==> src/rtl/fetch_unit.sv <==
// Instruction fetch unit: issues sequential ROM fetches into a small circular
// buffer and presents its head to decode; redirects flush the buffer via an epoch bit.
module fetch_unit #(
    parameter logic [31:0] PC_RESET  = 32'h0000_0000,
    parameter int unsigned BUF_DEPTH = 4
) (
    input  logic        clk,
    input  logic        rst,
    output logic [31:0] o_imem_addr,
    output logic        o_imem_stb,
    input  logic [31:0] i_imem_data,
    input  logic        i_imem_data_vld,
    output logic [31:0] o_instr,
    output logic [31:0] o_pc,
    output logic        o_instr_vld,
    input  logic        i_instr_rdy,
    input  logic        i_redirect,
    input  logic [31:0] i_redirect_pc
);

    localparam int unsigned PW = $clog2(BUF_DEPTH);
    localparam int unsigned CW = PW + 1;

    logic [31:0]   fetch_pc;
    logic          inflight;
    logic [31:0]   inflight_pc;
    logic          inflight_epoch;
    logic          epoch;
    logic [31:0]   buf_instr [BUF_DEPTH];
    logic [31:0]   buf_pc    [BUF_DEPTH];
    logic [PW-1:0] rd_ptr;
    logic [PW-1:0] wr_ptr;
    logic [CW-1:0] count;

    logic issue;
    logic push;
    logic pop;

    // The in-flight request reserves a slot, so a response always finds room.
    always_comb begin
        issue = !rst && !i_redirect && ((count + CW'(inflight)) < CW'(BUF_DEPTH));
        push  = !rst && !i_redirect && i_imem_data_vld && inflight
                && (inflight_epoch == epoch);
        pop   = !rst && !i_redirect && o_instr_vld && i_instr_rdy;
    end

    assign o_imem_addr = fetch_pc;
    assign o_imem_stb  = issue;
    assign o_instr_vld = (count != '0);
    assign o_instr     = buf_instr[rd_ptr];
    assign o_pc        = buf_pc[rd_ptr];

    always_ff @(posedge clk) begin
        if (rst) begin
            fetch_pc       <= PC_RESET;
            inflight       <= 1'b0;
            inflight_pc    <= '0;
            inflight_epoch <= 1'b0;
            epoch          <= 1'b0;
            rd_ptr         <= '0;
            wr_ptr         <= '0;
            count          <= '0;
        end else if (i_redirect) begin
            fetch_pc <= {i_redirect_pc[31:2], 2'b00};
            inflight <= 1'b0;
            epoch    <= ~epoch;
            rd_ptr   <= '0;
            wr_ptr   <= '0;
            count    <= '0;
        end else begin
            inflight <= issue;
            if (issue) begin
                inflight_pc    <= fetch_pc;
                inflight_epoch <= epoch;
                fetch_pc       <= fetch_pc + 32'd4;
            end
            if (push) begin
                wr_ptr <= wr_ptr + PW'(1);
            end
            if (pop) begin
                rd_ptr <= rd_ptr + PW'(1);
            end
            case ({push, pop})
                2'b10:   count <= count + CW'(1);
                2'b01:   count <= count - CW'(1);
                default: count <= count;
            endcase
        end
    end

    always_ff @(posedge clk) begin
        if (rst) begin
            for (int unsigned i = 0; i < BUF_DEPTH; i++) begin
                buf_instr[i] <= '0;
                buf_pc[i]    <= '0;
            end
        end else if (push) begin
            buf_instr[wr_ptr] <= i_imem_data;
            buf_pc[wr_ptr]    <= inflight_pc;
        end
    end

endmodule
==> config.mk <==
export PLATFORM = sky130hd
export DESIGN_NAME = fetch_unit
export DESIGN_NICKNAME = d
export VERILOG_FILES = /design/src/rtl/fetch_unit.sv
export SDC_FILE = /design/constraint.sdc
export NUM_CORES = 1
export LEC_CHECK = 0
export ABC_AREA = 1
export BUFFER_PORTS_ARGS = -buffer_cell sky130_fd_sc_hd__buf_2
export CELL_PAD_IN_SITES_DETAIL_PLACEMENT = 0
export CELL_PAD_IN_SITES_GLOBAL_PLACEMENT = 2
export CORE_ASPECT_RATIO = 0.8
export CORE_UTILIZATION = 37
export DETAILED_ROUTE_END_ITERATION = 6
export GPL_ROUTABILITY_DRIVEN = 0
export PLACE_DENSITY = 0.78
export SYNTH_ARGS = -nofsm -noshare
export SYNTH_HDL_FRONTEND = slang
export SYNTH_SLANG_ARGS = --single-unit
==> constraint.sdc <==
create_clock -name clk -period 8.73 [get_ports clk]
set_input_delay 1.746 -clock clk [delete_from_list [all_inputs] [get_ports clk]]
set_output_delay 1.746 -clock clk [all_outputs]
set_load 0.01 [all_outputs]
# After elaboration in Yosys (flattened, before gate mapping)
# Memories as Yosys holds them, arrays and structs flattened. A register that Yosys moved wholly into a read port is not among the register bits.
# Index checks and enable logic that the tools add are counted.
# totals
reg_bits,74
ram_bits,256
output_inout_bits,98
wordCells,57
memories,2
# mem_list
name,depth,word_bits,rd,rd_ports_with_merged_regs,write_ports,line_no,text
buf_instr,4,32,1,1,4,29,logic [31:0] buf_instr [BUF_DEPTH];
buf_pc,4,32,1,1,4,30,logic [31:0] buf_pc [BUF_DEPTH];
# classes
add_sub_neg,6
n_lt_le_gt_ge,1
n_eq_ne,3
muxes,18
bitwise_logic,2
n_reduce_logical,16
# op_table
cell,count
$mux 32,4
$reduce_or 32->1,2
$add 32x3->32 const B,1
$mux 2,6
$logic_and 1x1->1,7
$mux 1,7
$pmux 3 s2,1
$add 2x1->2 const B,2
$reduce_bool 2->1,2
$add 3x1->3,1
$add 3x1->3 const B,1
$lt 3x3->1 const B,1
$reduce_bool 3->1,1
$sub 3x1->3 const B,1
$eq 2x1->1 const B,1
$eq 2x2->1 const B,1
$logic_not 1->1,2
$not 1->1,2
$reduce_and 2->1,1
$reduce_or 2->1,1
$eq 1x1->1,1

# Logic depth before layout (Yosys ltp)
# Gate-level depths: netlist of the first run.
# logic_depth
depth_word,10
mapped_depth,13
depth_no_buf,11

# Least setup slack after synthesis of the first run
# OpenSTA, ideal clock, no wires.
# synth_path
path_kind,input-to-reg
from,in i_redirect
to,"mem buf_instr[3][0], enable pin"
setup_time_ps,575
arrival_ps,7127
slack_ps,1029
stages,7
path_cell_list,buf_4 -> nor2_4 -> inv_2 -> nor2_4 -> nand2_4 -> clkbuf_1 -> a211oi_1
# synth_lines
item,line_no,text
"start, declared",17,"input logic i_redirect,"
"end, declared",29,

==> results of run 1 <==
synthesized netlist by cell type (4+ instances only):
master / count / area (um^2)
buf_6: 6 / 67.6
dfxtp_1: 72 / 1440
nor2_1: 417 / 1570
clkbuf_1: 61 / 229
a21oi_1: 60 / 300
edfxtp_1: 248 / 7450
buf_2: 17 / 85.1
buf_4: 8 / 60.1
nand3_1: 56 / 280
nor2_4: 4 / 45.0
nand2_1: 154 / 578
o22ai_1: 62 / 388
nor2_2: 10 / 62.6
o21ai_0: 167 / 836
xnor2_1: 6 / 52.6
inv_1: 121 / 454
per-layer routing:
layer | vias to the layer above | global-route usage (%)
li1 | 5258 | -
met3 | 49 | 2.84
met5 | - | 0
met4 | 2 | 4.34
met2 | 199 | 33.2
met1 | 5202 | 28.4
flip-flops by register name, indices dropped and copies added, names as in the netlist, named ones only:
signal	cells
rd_ptr	2
count	3
inflight	1
buf_pc	120
o_imem_addr	30
wr_ptr	2
inflight_epoch	1
inflight_pc	30
epoch	1
buf_instr	128
layout make-up:
| type | count | area share [%] |
|---|---|---|
| clock buffers | 51 | 6.12 |
| inverters | 128 | 2.97 |
| repair buffers | 174 | 5.55 |
| well taps | 487 | 3.73 |
| clock inverters | 14 | 0.475 |
| flip-flops and latches | 320 | 54.5 |
| multi-input cells | 962 | 26.7 |
worst register-to-register path, cell delays in order (launching register included):
cell and delay, ns:
dfxtp_1 0.33, xnor2_1 0.27, nand2_4 0.60, nor2_4 0.44, nor2_4 0.08, inv_4 0.68
nand2_4 0.82
how the worst max path moves through the flow:
stage	slack, ns	to
floorplan	1.03	buf_instr[3][0]
global placement	2.86	buf_instr[2][6]
detailed placement	2.85	buf_instr[2][8]
CTS	3.39	buf_instr[2][4]
global route	3.18	buf_instr[2][5]
finish	3.55	buf_instr[2][5]
per-stage QoR:
step                      instances  cell area (um^2)  utilization, %  setup WS, ns  power, mW
after floorplan                1502             14100               -          1.03       1.88
after global placement         2071             15200            40.9          2.86       1.97
after detailed placement       2071             15200            40.9          2.85       1.97
after CTS                      2136             16300            43.8          3.39       3.38
after global routing           2136             16300            43.8          3.18       3.47
final                          2136             16300            43.8          3.55       3.34
where the power goes:
part	internal (mW)	total (mW)	switching (mW)
clock network	0.800	1.40	0.603
registers	1.71	1.74	0.0328
logic	0.0587	0.197	0.139
logic make-up after synthesis:
logic type	count (synthesis)	share of synthesized area [%]
and+or+nand+nor	649	18.4
xor gates and xnor gates	9	0.559
other	1	0.0266
adders and majority gates	3	0.319
buffers and inverters	220	6.55
DFF	320	63.0
AOI/OAI and AO/OA	297	11.2
==> flow_summary.yaml, run 1 <==
status:
  status: "finished with violations"
  violations: "DRC"
critical_path:
  path_cells: "buf_2 -> nor2_4 -> inv_2 -> nor2_4 -> nand2_4 -> nor2_2 -> inv_2 -> nor2_4 -> inv_4 -> nand2_4"
  cp_slowest_cell: "nand2_4"
  timing.rr.end: "buf_instr[2][5]"
  crit_start: "rst"
  crit_path_end_kind: "register"
  crit_buf_inv: 4
  crit_fanout: 69
  critPathRequiredTime_ns: 8.75
  r2r_cells: 6
  cp.arrival_ns: 5.20
  crit_family: "simple AND/OR/NAND/NOR gates"
  timing.rr.start: "epoch"
  critPathKind: "in2reg"
  max_stage_delay_ns: 0.81
  crit_top_cell: "nor2_4"
  start_kind: "primary input"
  r2r_slack_ns: 4.98
  worst-path-stages: 10
timing:
  fin_setup_tns_ns: 0
  rsz0062_at_grt: "false"
  period_minus_slack_ns: 5.18
  period_share_pct: 59.3
  relSlewSlack_pct: 28.0
  worst_pin_slew_ns: 1.08
  maxSlewViolCount: 0
  hold_viol_final: 0
  hold_slack_ns: 0.460
  clock.fmax_ghz: 0.193
  finalSetupViolations: 0
  skew_ns: 0.0101
detailed_routing:
  drtAntennaViolNets: 0
  dr.pass1.iters: 7
  detailroute.wirelength.met2_um: 18500
  drc: 9
  via_per_inst: 5.01
  wl_met1_um: 18500
  routed-wl-met3_um: 1510
  dr.max_layer_used: "met5"
  drt_iter0_drc: 577
  routed_wl_um: 39100
  dr_total_vias: 10700
  wl_per_cell_um: 18.3
layout:
  final_cell_mix: "nor2_1, edfxtp_1, o21ai_0"
  area_growth_pct: 15.6
  seq_area_mm2: 0.00889
  insertedDiodeCount: 0
  fin_nets: 1694
  fillers: 3710
  multi_input_area_mm2: 0.00435
  final_common_cell: "nor2_1"
  drive_gt1_share_pct: 15.3
yosys:
  synth_cell_types: 34
  synth_seq_area_share_pct: 63.0
  synthFlopType: "edfxtp_1"
  synth_warnings: 0
  syn_inst: 1499
  synth_edf_count: 248
  synth_area_per_cell_um2: 9.42
  syn_area_mm2: 0.0141
  synthArstFlopShare_pct: 0
  synth-seq-cells: 320
floorplanning:
  die_y_um: 177
  core_mm2: 0.0373
  die-area_mm2: 0.0389
  ios: 167
  die_w_um: 220
  rows: 63
  initial_core_util_pct: 37.9
clock_tree:
  clk_pin_slew_ns: 0.06
  clock_sinks: 320
  worstSkewPairLatency_ns: 0.53
  h-tree-depth: 2
  postCtsHoldBufs: 0
  postCtsSetupRepairBufs: 0
  cts_made_buffers: 36
  cts-root-buf: "clkbuf_16"
  tritoncts: "yes"
  post_cts_resized: 0
  clock_path_buffers: 3
pwr:
  power_leakage_nw: 6.48
  powerDensity_mw_per_mm2: 205
  ir_drop_v: 0.000156
global_route:
  grt_start_max_net_pins: 85
  grt_remaining_overflow: 0
  grt_pass1_wl_um: 59700
  antenna_found_initial: 2
  grtUsageTotal_pct: 20.2
  grt_pass1_vias: 10100
worst_hold_path:
  worstHoldStart: "rd_ptr[1]"
  worstHoldPathType: "reg2reg"
  holdPathStages: 2
placed_design:
  dp_hpwl_um: 21100
  io_buffers: 160
flow_run:
  cap_violations: 0
Power figures use the tool's default switching activity.
==> run 2, diff against run 1 <==
Settings changed: ABC_AREA 1 to 0, PLACE_DENSITY 0.78 to 0.74.
Clock period 8.73 ns to 4.47 ns, I/O delays scaled along.
==> run 2 against run 1 <==
The run now ends clean. Clock skew up 0.0091 ns. Global-route usage down 1.8 points. Clock power up 110%. Count of clock-buffer cells in the layout down 3. Power up 98%. Non-clock buffer count up 8. Core utilization up 0.77 points. Sequential share of layout area down 0.70 points. Cell area up 1.3%. Largest cell class unchanged. Largest power group unchanged.
==> flow_summary.yaml, run 2 <==
floorplanning:
  ios: 167
  initial_core_util_pct: 37.7
  die_w_um: 219
  die-area_mm2: 0.0386
  core_mm2: 0.0371
  rows: 63
  die_y_um: 176
global_route:
  grtUsageTotal_pct: 18.4
  grtUsageMet2_pct: 28.4
  top_usage_layer: "met2"
  grt_start_max_net_pins: 63
  use_met3_pct: 3.50
  antenna_found_initial: 1
  grt_use_met1_pct: 26.8
  grt_pass1_wl_um: 53700
  grt_pass1_vias: 8857
  grt_remaining_overflow: 0
yosys:
  syn_inst: 1015
  synth_cell_types: 59
  synthArstFlopShare_pct: 0
  synth_warnings: 0
  synth_top_cell_area_share_pct: 53.2
  yosysMostFrequentCell: "and2_1"
  synthFlopType: "edfxtp_1"
  synth_edf_count: 248
  syn_area_mm2: 0.0140
  ys_top_cells_by_area: "edfxtp_1, and2_1, dfxtp_1, mux4_2, nand2_1"
  synth_area_per_cell_um2: 13.8
  synth-seq-cells: 320
  synth_top_cell_by_area: "edfxtp_1"
  synth_seq_area_share_pct: 63.5
  synth_common_cells: "and2_1, edfxtp_1, nand2_1"
pwr:
  pwr-share-comb_pct: 5.0
  power_switching_mw: 1.45
  seq_power_share_pct: 50.9
  power_leakage_nw: 6.17
  ir_drop_v: 0.000277
  sw_frac_of_total_pct: 21.8
  p_total_mw: 6.62
  p_int_mw: 5.17
  powerDensity_mw_per_mm2: 400
  pwr-share-clk_pct: 44.1
detailed_routing:
  wl_per_cell_um: 20.7
  routed_wl_um: 34800
  drtAntennaViolNets: 0
  via_per_inst: 5.08
  dr_total_vias: 8560
  dr.pass1.iters: 5
  drt_iter0_drc: 613
  drc: 0
critical_path:
  crit_buf_inv: 2
  cp_slowest_cell: "dfxtp_4"
  max_stage_delay_ns: 0.80
  critPathKind: "reg2out"
  cp.arrival_ns: 2.49
  crit_fanout: 33
  path_cells: "buf_4 -> mux4_2 -> buf_2"
  start_kind: "register"
  critPathRequiredTime_ns: 3.58
  crit_family: "flip-flops"
  crit_path_end_kind: "primary output"
clock_tree:
  tritoncts: "yes"
  clock_sinks: 320
  worstSkewPairLatency_ns: 0.52
  clk_pin_slew_ns: 0.06
  h-tree-depth: 2
  cts_made_buffers: 35
  postCtsHoldBufs: 0
  postCtsSetupRepairBufs: 0
  cts-root-buf: "clkbuf_16"
  post_cts_resized: 0
  clock_path_buffers: 3
layout:
  final_common_cell: "and2_1"
  instances_no_fill: 1685
  top_regs: "buf_instr x128, buf_pc x120"
  fin_nets: 1243
  largest_register_ffs: 128
  final_area_mm2: 0.0165
  drive_gt1_share_pct: 26.8
  regMostFlops: "buf_instr"
  area_growth_pct: 18.2
  final_util_pct: 44.5
  final_cell_mix: "and2_1, edfxtp_1, buf_2"
worst_hold_path:
  worstHoldPathType: "reg2reg"
placed_design:
  dpl.cell_count: 1621
  pre_cts_ws_ns: 1.24
  dp_hpwl_um: 21200
  placed_area_mm2: 0.0154
  io_buffers: 160
timing:
  period_share_pct: 75.7
  maxSlewViolCount: 0
  relSlewSlack_pct: 33.0
  worst_pin_slew_ns: 1.01
  fin_setup_tns_ns: 0
  finalSetupViolations: 0
  rsz0062_at_grt: "false"
  clock.fmax_ghz: 0.296
  hold_slack_ns: 0.473
  fin_ws_ns: 1.09
  skew_ns: 0.0192
  hold_viol_final: 0
  period_minus_slack_ns: 3.38
flow_run:
  cap_violations: 0
status:
  status: "finished clean"
-- run 2: changes by cell type after synthesis, moves of 10 or more --
cell / change
xor2_1: +11
o22ai_1: -59
inv_1: -111
nand4_1: +17
nand3_1: -48
nand2_1: -63
o21ai_0: -160
and3_1: +11
nor2_1: -389
and2_1: +249
mux4_2: +62
a21oi_1: -18
nor2_2: -10
clkbuf_1: -24
-- run 2: final cells by class --
class	count	area, um^2
tap	487	609
antenna	1	2.50
multi-input combinational	619	4780
clock inverter	15	161
sequential	320	8900
timing repair buffer	182	1040
fill	3416	20600
inverter	13	48.8
clock buffer	48	997
-- run 2: final timing paths --
check                 start              to  slack (ns)  depth (start not counted)
max                register        o_pc[29]        1.09                          3
min          inflight_epoch  inflight_epoch        0.47                          2
max reg2reg        count[2]        count[2]        2.05                          8
min reg2reg  inflight_epoch  inflight_epoch        0.47                          2
-- run 2: worst min-delay path, stage by stage, from the launching register on --
cell and delay, ns:
dfxtp_1 0.32, nand2_1 0.05, a21oi_1 0.05
-- run 2: cell families after synthesis --
group / count (synthesis) / synth area share (%)
other: 1 / 0.0268
and+or+nand+nor: 438 / 18.0
xor gates and xnor gates: 23 / 1.57
buffers and inverters: 79 / 2.60
DFF: 320 / 63.5
AOI/OAI and AO/OA: 89 / 3.94
muxes: 62 / 9.98
adders and majority gates: 3 / 0.322
-- run 2: power by group through the flow --
| stage | combinational, mW | sequential [mW] | clock, mW |
|---|---|---|---|
| final | 0.329 | 3.37 | 2.92 |
| after global routing | 0.361 | 3.38 | 3.09 |
| after CTS | 0.337 | 3.37 | 2.99 |
| after detailed placement | 0.336 | 3.44 | 0 |
| after global placement | 0.336 | 3.43 | 0 |
| after floorplan | 0.167 | 3.42 | 0 |
-- run 2: routing by layer --
| metal | part of all wire [%] | up-vias |
|---|---|---|
| met5 | 0 | - |
| met2 | 45 | 240 |
| met4 | 1.5 | 0 |
| li1 | - | 3998 |
| met1 | 47 | 4281 |
| met3 | 6.1 | 41 |
==> run 3, diff against run 2 <==
Clock period 4.47 ns to 2.72 ns, I/O delays scaled along.
==> run 3 against run 2 <==
Combinational power up 71%. Flip-flop and latch count is the same. Sequential share of layout area is 0.38 points lower. Hold slack got worse by 0.18 ns. Cell area grew 0.72%. Global-route usage increased by 0.30 points. Routed wire length grew 1.2%. Setup slack got worse by 0.89 ns. Power is 59% higher. Via count increased by 0.71%. First-iteration DRC count fell by 21%. Sequential power increased by 64%. Largest power group unchanged. Highest routed layer unchanged.
==> flow_summary.yaml, run 3 (same netlist as run 2, synthesis figures left out) <==
critical_path:
  timing.rr.start: "count[1]"
  cp_slowest_cell: "dfxtp_1"
  r2r_cells: 8
  max_stage_delay_ns: 0.41
  path_cells: "and3_4 -> xnor2_1 -> nand2_1 -> clkinv_1 -> buf_2"
  critPathKind: "reg2out"
  r2r_slack_ns: 0.48
  timing.rr.end: "count[2]"
  cp.arrival_ns: 1.98
  crit_path_end_kind: "primary output"
  critPathRequiredTime_ns: 2.18
  crit_fanout: 13
  start_kind: "register"
layout:
  drive_gt1_share_pct: 27.6
  final_common_cell: "and2_1"
  final_util_pct: 44.9
  final_cell_mix: "and2_1, edfxtp_1, buf_2"
  largest_register_ffs: 128
  final_area_mm2: 0.0167
  area_growth_pct: 19.1
  top_regs: "buf_instr x128, buf_pc x120"
  fin_nets: 1262
  regMostFlops: "buf_instr"
  insertedDiodeCount: 0
clock_tree:
  postCtsHoldBufs: 0
  cts_made_buffers: 34
  worstSkewPairLatency_ns: 0.51
  clk_pin_slew_ns: 0.06
  h-tree-depth: 2
  postCtsSetupRepairBufs: 3
  post_cts_resized: 0
  clock_path_buffers: 3
  tritoncts: "yes"
  clock_sinks: 320
  cts-root-buf: "clkbuf_16"
timing:
  fin_ws_ns: 0.197
  skew_ns: 0.0136
  relSlewSlack_pct: 57.6
  rsz0062_at_grt: "false"
  fin_setup_tns_ns: 0
  period_share_pct: 92.8
  clock.fmax_ghz: 0.396
  period_minus_slack_ns: 2.52
  finalSetupViolations: 0
  worst_pin_slew_ns: 0.636
  hold_viol_final: 0
  maxSlewViolCount: 0
floorplanning:
  rows: 63
  die_w_um: 219
  die-area_mm2: 0.0386
  initial_core_util_pct: 37.7
  core_mm2: 0.0371
  ios: 167
  die_y_um: 176
global_route:
  grt_remaining_overflow: 0
  grt_pass1_wl_um: 54100
  grt_pass1_vias: 8884
  grt_start_max_net_pins: 53
  antenna_found_initial: 0
  grtUsageTotal_pct: 18.7
worst_hold_path:
  worstHoldPathType: "in2reg"
  holdPathStages: 3
  worstHoldStart: "i_redirect_pc[25]"
  worstHoldEndpoint: "o_imem_addr[25]"
placed_design:
  io_buffers: 160
  placed_area_mm2: 0.0156
  pre_cts_ws_ns: 0.307
  dp_hpwl_um: 22200
detailed_routing:
  wl_per_cell_um: 20.7
  via_per_inst: 5.07
  dr.pass1.iters: 5
  drc: 0
  dr_total_vias: 8621
  drt_iter0_drc: 487
  drtAntennaViolNets: 0
  routed_wl_um: 35200
pwr:
  ir_drop_v: 0.000397
  power_switching_mw: 2.30
  seq_power_share_pct: 52.8
  sw_frac_of_total_pct: 21.9
  p_total_mw: 10.5
  powerDensity_mw_per_mm2: 630
  p_int_mw: 8.20
  pwr-share-comb_pct: 5.4
  pwr-share-clk_pct: 41.9
  power_leakage_nw: 6.24
status:
  status: "finished clean"
flow_run:
  cap_violations: 0
[run 3: changes by cell type in the layout (fill, tap and decap cells not counted), sizes merged]
cell | previous run | this run
bufinv | 3 | 1
buf | 182 | 202
diode | 1 | 0
[run 3: final cells by class]
| class | count | area, um^2 |
|---|---|---|
| Fill cell | 3401 | 20500 |
| Sequential cell | 320 | 8900 |
| Multi-Input combinational cell | 619 | 4780 |
| Timing Repair Buffer | 202 | 1280 |
| Clock buffer | 48 | 955 |
| Tap cell | 487 | 609 |
| Clock inverter | 13 | 87.6 |
| Inverter | 13 | 48.8 |
[run 3: worst max-delay path by stage]
stage / startpoint / end / slack [ns] / cells after the start
floorplan: rst / buf_instr[2][0] / 0.0009 / 5
global placement: i_redirect / count[2] / 0.31 / 10
detailed placement: i_redirect / buf_instr[3][16] / 0.31 / 7
CTS: register / o_instr[29] / 0.15 / 3
global route: count[1] / o_imem_stb / 0.05 / 5
finish: count[1] / o_imem_stb / 0.20 / 5
[run 3: per-stage QoR]
stage	hold slack, ns	instances
floorplan	0.450	1018
global placement	0.459	1638
finish	0.290	1702
CTS	0.263	1702
global route	0.264	1702
detailed placement	0.475	1638
[run 3: per-layer routing]
| metal | wire, um | track usage [%] | up-vias |
|---|---|---|---|
| li1 | - | - | 4030 |
| met1 | 16900 | 27.2 | 4341 |
| met2 | 16100 | 29.2 | 212 |
| met3 | 1840 | 3.32 | 38 |
| met4 | 418 | 3.82 | 0 |
| met5 | 0 | 0 | - |
[run 3: power groups by stage]
stage / clock network (mW) / registers [mW] / logic, mW
4_1_cts: 4.53 / 5.54 / 0.575
3_5_place_dp: 0 / 5.65 / 0.573
5_1_grt: 4.72 / 5.56 / 0.615
3_3_place_gp: 0 / 5.64 / 0.569
2_1_floorplan: 0 / 5.62 / 0.276
6_report: 4.39 / 5.54 / 0.564
[run 3: critical path, delay by kind of cell (launching register included)]
family	cells	cell delay, ns
XOR/XNOR	1	0.09
buffers and inverters	2	0.64
flip-flops	1	0.41
AND/OR/NAND/NOR	2	0.34
